`src/rtl/ram_arbiter_pkg.sv`:
```
// Shared definitions for the RAM port arbiter: requester ids, default
// burst limit and the default status address watched by the halt logic.
package ram_arbiter_pkg;

  typedef enum logic {
    REQ_CPU = 1'b0,
    REQ_AUX = 1'b1
  } req_id_e;

  localparam int          DEFAULT_MAX_BURST    = 4;
  localparam logic [15:0] DEFAULT_HALT_ADDRESS = 16'hFFF0;
  localparam int          BURST_WIDTH          = 4;

  // Id of the requester that is not 'id'.
  function automatic logic other_id(input logic id);
    return ~id;
  endfunction

endpackage

```
`src/rtl/ram_arbiter_tracker.sv`:
```
// rr_burst_tracker: remembers who was granted last (the priority pointer)
// and how many consecutive grants that requester has received, saturating
// at MAX_BURST. burst_full tells the arbiter to hand over on contention.
module rr_burst_tracker
  import ram_arbiter_pkg::*;
#(
  parameter int MAX_BURST = DEFAULT_MAX_BURST
) (
  input  logic clock,
  input  logic reset,
  input  logic grant_valid,
  input  logic grant_id,
  output logic priority_id,
  output logic burst_full
);

  localparam logic [BURST_WIDTH-1:0] MAX_COUNT = BURST_WIDTH'(MAX_BURST);

  logic                   ptr_r;
  logic [BURST_WIDTH-1:0] burst_count_r;

  // Pointer follows the granted id; the count tracks the current run of grants.
  always_ff @(posedge clock or posedge reset) begin
    if (reset) begin
      ptr_r         <= REQ_CPU;
      burst_count_r <= {BURST_WIDTH{1'b0}};
    end else if (grant_valid) begin
      if (grant_id == ptr_r) begin
        if (burst_count_r != MAX_COUNT) begin
          burst_count_r <= burst_count_r + {{(BURST_WIDTH-1){1'b0}}, 1'b1};
        end
      end else begin
        ptr_r         <= grant_id;
        burst_count_r <= {{(BURST_WIDTH-1){1'b0}}, 1'b1};
      end
    end else begin
      burst_count_r <= {BURST_WIDTH{1'b0}};
    end
  end

  assign priority_id = ptr_r;
  assign burst_full  = (burst_count_r == MAX_COUNT);

endmodule

```
`src/rtl/ram_arbiter.sv`:
```
// ram_arbiter: shares one RAM port between the NBBPU data port (requester 0)
// and an auxiliary master (requester 1) with round-robin, burst-limited
// arbitration. Grants are combinational; read data returns one cycle later
// with a per-requester valid strobe.
// Optional halt detection is enabled by defining RAM_ARBITER_HALT_EN.
module ram_arbiter
  import ram_arbiter_pkg::*;
#(
  parameter int                    ADDR_WIDTH   = 16,
  parameter int                    DATA_WIDTH   = 16,
  parameter int                    MAX_BURST    = DEFAULT_MAX_BURST,
  parameter logic [ADDR_WIDTH-1:0] HALT_ADDRESS = ADDR_WIDTH'(DEFAULT_HALT_ADDRESS)
) (
  input  logic                  clock,
  input  logic                  reset,
  input  logic                  req0,
  input  logic                  req1,
  input  logic                  we0,
  input  logic                  we1,
  input  logic [ADDR_WIDTH-1:0] addr0,
  input  logic [ADDR_WIDTH-1:0] addr1,
  input  logic [DATA_WIDTH-1:0] wdata0,
  input  logic [DATA_WIDTH-1:0] wdata1,
  output logic                  gnt0,
  output logic                  gnt1,
  output logic                  rvalid0,
  output logic                  rvalid1,
  output logic [DATA_WIDTH-1:0] rdata,
  output logic                  ram_select,
  output logic                  ram_write_enable,
  output logic [ADDR_WIDTH-1:0] ram_address,
  output logic [DATA_WIDTH-1:0] ram_write_data,
  input  logic [DATA_WIDTH-1:0] ram_read_data,
  output logic                  halted,
  output logic [DATA_WIDTH-1:0] halt_code
);

  logic                  req0_eff_s;
  logic                  grant_valid_s;
  logic                  grant_id_s;
  logic                  priority_id_s;
  logic                  burst_full_s;
  logic                  sel_we_s;
  logic [ADDR_WIDTH-1:0] sel_addr_s;
  logic [DATA_WIDTH-1:0] sel_wdata_s;
  logic [ADDR_WIDTH-1:0] addr_hold_r;
  logic [DATA_WIDTH-1:0] wdata_hold_r;
  logic                  rvalid0_r;
  logic                  rvalid1_r;
  logic                  halted_s;
  logic [DATA_WIDTH-1:0] halt_code_s;

  rr_burst_tracker #(
    .MAX_BURST (MAX_BURST)
  ) u_tracker (
    .clock       (clock),
    .reset       (reset),
    .grant_valid (grant_valid_s),
    .grant_id    (grant_id_s),
    .priority_id (priority_id_s),
    .burst_full  (burst_full_s)
  );

  // Pick at most one winner; on contention the pointer wins unless its burst is used up.
  always_comb begin
    grant_valid_s = 1'b0;
    grant_id_s    = REQ_CPU;
    if (reset) begin
      grant_valid_s = 1'b0;
      grant_id_s    = REQ_CPU;
    end else if (req0_eff_s && req1) begin
      grant_valid_s = 1'b1;
      grant_id_s    = burst_full_s ? other_id(priority_id_s) : priority_id_s;
    end else if (req0_eff_s) begin
      grant_valid_s = 1'b1;
      grant_id_s    = REQ_CPU;
    end else if (req1) begin
      grant_valid_s = 1'b1;
      grant_id_s    = REQ_AUX;
    end else begin
      grant_valid_s = 1'b0;
      grant_id_s    = REQ_CPU;
    end
  end

  // Select the granted requester's access fields.
  always_comb begin
    sel_we_s    = 1'b0;
    sel_addr_s  = addr0;
    sel_wdata_s = wdata0;
    case (grant_id_s)
      REQ_CPU: begin
        sel_we_s    = we0;
        sel_addr_s  = addr0;
        sel_wdata_s = wdata0;
      end
      REQ_AUX: begin
        sel_we_s    = we1;
        sel_addr_s  = addr1;
        sel_wdata_s = wdata1;
      end
      default: begin
        sel_we_s    = 1'b0;
        sel_addr_s  = addr0;
        sel_wdata_s = wdata0;
      end
    endcase
  end

  // Remember the last driven address/data so idle cycles do not toggle the RAM bus.
  always_ff @(posedge clock or posedge reset) begin
    if (reset) begin
      addr_hold_r  <= {ADDR_WIDTH{1'b0}};
      wdata_hold_r <= {DATA_WIDTH{1'b0}};
    end else if (grant_valid_s) begin
      addr_hold_r  <= sel_addr_s;
      wdata_hold_r <= sel_wdata_s;
    end
  end

  // Read-valid strobes fire the cycle after a granted read and are dropped by reset.
  always_ff @(posedge clock or posedge reset) begin
    if (reset) begin
      rvalid0_r <= 1'b0;
      rvalid1_r <= 1'b0;
    end else begin
      rvalid0_r <= gnt0 & ~we0;
      rvalid1_r <= gnt1 & ~we1;
    end
  end

`ifdef RAM_ARBITER_HALT_EN
  logic                  halted_r;
  logic [DATA_WIDTH-1:0] halt_code_r;

  // A CPU write to the status address latches the halt code and locks the CPU out.
  always_ff @(posedge clock or posedge reset) begin
    if (reset) begin
      halted_r    <= 1'b0;
      halt_code_r <= {DATA_WIDTH{1'b0}};
    end else if (gnt0 && we0 && (addr0 == HALT_ADDRESS)) begin
      halted_r    <= 1'b1;
      halt_code_r <= wdata0;
    end
  end

  assign halted_s    = halted_r;
  assign halt_code_s = halt_code_r;
`else
  assign halted_s    = 1'b0;
  assign halt_code_s = {DATA_WIDTH{1'b0}};
`endif

  assign req0_eff_s       = req0 & ~halted_s;
  assign gnt0             = grant_valid_s & (grant_id_s == REQ_CPU);
  assign gnt1             = grant_valid_s & (grant_id_s == REQ_AUX);
  assign ram_select       = grant_valid_s;
  assign ram_write_enable = grant_valid_s & sel_we_s;
  assign ram_address      = grant_valid_s ? sel_addr_s : addr_hold_r;
  assign ram_write_data   = grant_valid_s ? sel_wdata_s : wdata_hold_r;
  assign rvalid0          = rvalid0_r;
  assign rvalid1          = rvalid1_r;
  assign rdata            = ram_read_data;
  assign halted           = halted_s;
  assign halt_code        = halt_code_s;

endmodule
```
`config.mk`:
```
export PLATFORM = sky130hd
export DESIGN_NAME = ram_arbiter
export DESIGN_NICKNAME = d
export VERILOG_FILES = /design/src/rtl/ram_arbiter_pkg.sv /design/src/rtl/ram_arbiter_tracker.sv /design/src/rtl/ram_arbiter.sv
export SDC_FILE = /design/constraint.sdc
export NUM_CORES = 1
export LEC_CHECK = 0
export CAP_MARGIN = 20
export CORE_ASPECT_RATIO = 1.25
export CORE_MARGIN = 2
export CORE_UTILIZATION = 25
export CTS_CLUSTER_DIAMETER = 100
export CTS_CLUSTER_SIZE = 25
export DETAILED_ROUTE_END_ITERATION = 6
export DONT_BUFFER_PORTS = 1
export REMOVE_ABC_BUFFERS = 1
export SYNTH_ARGS = -nofsm -noshare
export SYNTH_HDL_FRONTEND = slang
export SYNTH_HIERARCHICAL = 1
export SYNTH_SLANG_ARGS = --single-unit
```
`constraint.sdc`:
```
create_clock -name clock -period 2.61 [get_ports clock]
set_input_delay 0.522 -clock clock [delete_from_list [all_inputs] [get_ports clock]]
set_output_delay 0.522 -clock clock [all_outputs]
set_load 0.02 [all_outputs]
```
Yosys cells after proc, flatten, opt, wreduce, memory -nomap -nowiden

Index checks and enable logic that the tools add are counted.
Widths: inputs -> output; s select.

Add/sub/neg operators: 1
Reductions and logical operators: 2
Bitwise logic cells: 10
Muxes and demuxes: 16
Equal/unequal tests: 4

Operator list:

| cell                | count |
|---|---|
| $pmux 16 s2         | 2 |
| $mux 16             | 2 |
| $mux 4              | 3 |
| $mux 1              | 8 |
| $and 1x1->1         | 5 |
| $not 1->1           | 5 |
| $add 4x1->4 const B | 1 |
| $eq 4x3->1 const B  | 1 |
| $ne 4x3->1 const B  | 1 |
| $ne 3x3->1 const B  | 1 |
| $pmux 1 s2          | 1 |
| $reduce_and 2->1    | 1 |
| $eq 1x1->1          | 1 |
| $logic_and 1x1->1   | 1 |

Register bits after elaboration: 39
Input bits: 86

Depth between registers and ports, before layout

Word-level depth: 7
Depth in mapped cells: 10

Modules after synthesis

Netlist, hierarchy kept.

Modules (own cells, without submodules):

| module           | times used | seq. area each (sq um) | cells each | area an instance (sq um) |
|---|---|---|---|---|
| ram_arbiter      | 1          | 850.8                  | 166        | 1868.0 |
| rr_burst_tracker | 1          | 125.1                  | 26         | 281.5 |

Worst setup path after synthesis

Ideal clock, no wire load.

Path kind: in2out
From: input reset
To: output ram_address[10]
Arrival: 2.239 ns
Buffers on the path: 2
Stages on the path: 5
Setup slack: -0.151 ns
Cell sequence: clkbuf_2 inv_1 o211a_1 buf_6 a221o_1

Word-level cells in the longest chain between the ends: 4
Elaborated cells on any way between the ends: 5
Classes of those cells: 4 x mux; 1 x bitwise

RTL lines:

| item            | line              | source |
|---|---|---|
| from (decl)     | ram_arbiter.sv:15 | `input logic reset,` |
| $mux 1 (*)      | ram_arbiter.sv:68 | `if (reset) begin` |
| net grant_id_s  | ram_arbiter.sv:40 | `logic grant_id_s;` |
| $not 1->1       | ram_arbiter.sv:91 | `case (grant_id_s)` |
| $pmux 16 s2 (*) | ram_arbiter.sv:91 |  |
| $mux 16 (*)     | -                 |  |
| to (decl)       | ram_arbiter.sv:31 | `output logic [ADDR_WIDTH-1:0] ram_address,` |

Mark *: on every way through the listed nets, which the timed path passes. The rest lies on a longest branch.

Final worst setup path

From: register u_tracker.burst_count_r[0]
To: output ram_write_data[15]

Word-level cells in the longest chain between the ends: 7

RTL lines:

| item                   | line                      | source |
|---|---|---|
| from (decl)            | ram_arbiter_tracker.sv:20 | `logic [BURST_WIDTH-1:0] burst_count_r;` |
| from (signal assigned) | ram_arbiter_tracker.sv:26 | `burst_count_r <= {BURST_WIDTH{1'b0}};` |
| from (signal assigned) | ram_arbiter_tracker.sv:30 | `burst_count_r <= burst_count_r + {{(BURST_WIDTH-1){1'b0}}, 1'b1};` |
| from (signal assigned) | ram_arbiter_tracker.sv:34 | `burst_count_r <= {{(BURST_WIDTH-1){1'b0}}, 1'b1};` |
| $eq 4x3->1 (*)         | ram_arbiter_tracker.sv:42 | `assign burst_full = (burst_count_r == MAX_COUNT);` |
| net burst_full_s       | ram_arbiter.sv:42         | `logic burst_full_s;` |
| $mux 1 (*)             | ram_arbiter.sv:73         | `grant_id_s = burst_full_s ? other_id(priority_id_s) : priority_id_s;` |
| $mux 1 (*)             | ram_arbiter.sv:71         | `end else if (req0_eff_s && req1) begin` |
| $mux 1 (*)             | ram_arbiter.sv:68         |  |
| $not 1->1              | ram_arbiter.sv:91         |  |
| $pmux 16 s2 (*)        | ram_arbiter.sv:91         |  |
| $mux 16 (*)            | -                         |  |
| to (decl)              | ram_arbiter.sv:32         | `output logic [DATA_WIDTH-1:0] ram_write_data,` |

Marks and branches as above.

==> impl_metrics.json <==
{
  "start_util_pct": 25.9,
  "wire_per_inst_um": 19.5,
  "crit_path_start_kind": "register",
  "timing.hold.ws_ps": 15.1,
  "synthesis.area_um2": 2150,
  "grt_pass1_wl_mm": 7.67,
  "crit_path_max_fanout": 3,
  "viasPerCell": 5.03,
  "die_w_um": 86.9,
  "max_freq_mhz": 384,
  "cts_buffers": 5,
  "synth_seq_area_share_pct": 45.4,
  "place_ws_ps": -2.40,
  "syn_avg_cell_area_um2": 11.2,
  "clock-sinks": 39,
  "final_layout_size_suffix_gt1_share_pct": 20.0,
  "arrival_ps": 2080,
  "run_status": "completed",
  "rr_startpoint": "u_tracker/burst_count_r[0]",
  "peakVddDrop_mv": 0.289,
  "io_buffers": 0,
  "path_class": "register to primary output",
  "ys.flop_type": "dfrtp_1",
  "grt_use_total_pct": 11.1,
  "setup.worst_path.start": "u_tracker/burst_count_r[0]",
  "fin_cells": 282,
  "cts_tree": "yes",
  "slowest_delay_ps": 420,
  "vias": 1419,
  "power_mw": 1.64,
  "final_common_cell": "dfrtp_1",
  "min_period_ps": 2600,
  "grt_max_degree": 32,
  "synth.distinct_cells": 34,
  "final-setup-viol-count": 0,
  "timing.final.ws_setup_ps": 6.46,
  "worst_setup_hold_path_clk_slew_ps": 80,
  "r2r_cells": 8,
  "dieHeight_um": 108,
  "antenna_found_initial": 0,
  "diodes": 0,
  "hold_buffers": 0,
  "worstSkewPairLatency_ps": 290,
  "synthCells": 192,
  "dp.cells": 269,
  "gr-total-overflow": 0,
  "boundaryPins": 157,
  "globalplace.congestion": 0.720,
  "dr.pass1.iters": 4,
  "maxSlewViolCount": 0,
  "synth-edff-count": 0,
  "design.core.area_um2": 8290,
  "drc": 0,
  "power_density_nw_per_um2": 709,
  "cts_root_buf": "clkbuf_8",
  "endpoint_kind": "primary output",
  "min_path_type": "primary input to async pin",
  "finalNetCount": 272,
  "clockBufferDepth": 2,
  "synthArstFlopShare_pct": 100,
  "drt_iter0_drc": 54,
  "finalHoldViolations": 0,
  "num_rows": 37,
  "die_area_um2": 9360,
  "maxCapViolations": 0,
  "wl_mm": 5.50,
  "finalCritPeriodShare_pct": 99.8,
  "path_cells": "inv_2 > ha_4 > nand3b_4 > inv_4 > xor2_4 > a211o_4 > buf_4 > o221a_4",
  "cellLeakagePower_nw": 1.07,
  "critPathRequiredTime_ps": 2090,
  "setup_tns_ps": 0,
  "ant_nets": 0,
  "final_cell_mix": "dfrtp_1 (39), and2_1 (30), a221o_1 (29)",
  "rsz0062_at_grt": "yes",
  "slowest_stage": "a211o_4",
  "htreeDepth": 2,
  "area.growth.synth_to_final_pct": 7.74,
  "yosys_warnings": 6,
  "grt_pass1_vias": 1482,
  "hpwlAfterDp_mm": 3.67,
  "synth-seq-cells": 39,
  "skew_ps": 4.17
}
[final cells by class]
type	instances	area, µm²
clock buffers	6	82.6
clock inverters	2	35.0
fillers	851	5970
inverters	10	52.6
multi-input cells	115	911
flip-flops and latches	39	976
well taps	97	121
repair buffers	12	126
repair inverters	1	11.3
[layer usage]
layer  GRT usage [%]  wire length (µm)  vias to the layer above
met4            3.35                83                        0
met3            6.37               693                        7
met2            18.9              2760                      113
li1                -                 -                      619
met1            11.5              1960                      680
met5               0                 0                        -
[cells in the mapped netlist (all sizes together) (2+ instances only)]
master	instances	area [µm²]
ha	2	25.0
a221o	30	300
nand2	2	7.51
buf	40	320
nor3	3	20.0
dfrtp	39	976
nor2b	2	12.5
a221oi	2	17.5
clkbuf	4	16.3
o221a	2	22.5
mux2i	2	20.0
o211a	2	20.0
nand3	2	10.0
and2	30	188
nor2	7	26.3
inv	10	40.0
xnor2	2	17.5
[critical path, delay by kind of cell, from the launching register on]
| kind | cells | cell delay, ps |
|---|---|---|
| fa+ha+maj | 1 | 160 |
| buf+inv | 3 | 280 |
| flops | 1 | 370 |
| simple gates | 1 | 90 |
| xor+xnor | 1 | 180 |
| compound gates | 2 | 710 |
[path summary, 6_finish.rpt]
path	endpoint	slack, ps
worst min register to register	u_tracker/burst_count_r[3]	590
worst min-delay path	u_tracker/priority_id	20
max in group asynchronous	wdata_hold_r[3]	1990
worst max register to register	wdata_hold_r[6]	670
min in group clock	rvalid1	290
worst max-delay path	ram_write_data[15]	6
[timing repair]
| item | 4_1_cts | 5_1_grt |
|---|---|---|
| endpoints found under the setup margin | 30 | 30 |
| setup buffers | 2 | 1 |
| gates cloned | 1 | 1 |
| gates resized for setup | 13 | 7 |
| pin swaps | 20 | 23 |
[per-stage QoR]
step / area [µm²] / util (%)
3_5_place_dp: 2060 / 24.8
4_1_cts: 2260 / 27.3
2_1_floorplan: 1870 / -
6_report: 2320 / 27.9
3_3_place_gp: 2060 / 24.8
5_1_grt: 2320 / 27.9
[power by group]
| part | internal (mW) | total [mW] | switching, mW |
|---|---|---|---|
| Combinational | 0.140 | 0.406 | 0.265 |
| Sequential | 0.681 | 0.704 | 0.0230 |
| Clock | 0.310 | 0.532 | 0.223 |
[cells by family (layout without fill, tap and decap cells)]
| family | Yosys count | after routing | synth area share [%] |
|---|---|---|---|
| buf+inv | 54 | 31 | 17.5 |
| simple gates | 48 | 48 | 13.5 |
| xor+xnor | 3 | 3 | 1.57 |
| mux | 3 | 3 | 1.46 |
| fa+ha+maj | 2 | 2 | 1.16 |
| compound gates | 42 | 42 | 19.2 |
| other cells | 1 | 17 | 0.174 |
| flops | 39 | 39 | 45.4 |
[sequential cells by signal, indices dropped and copies added, names as in the netlist]
name,flops
rvalid0,1
wdata_hold_r,16
rvalid1,1
u_tracker/burst_count_r,4
addr_hold_r,16
u_tracker/priority_id,1
Power figures use the tool's default switching activity.
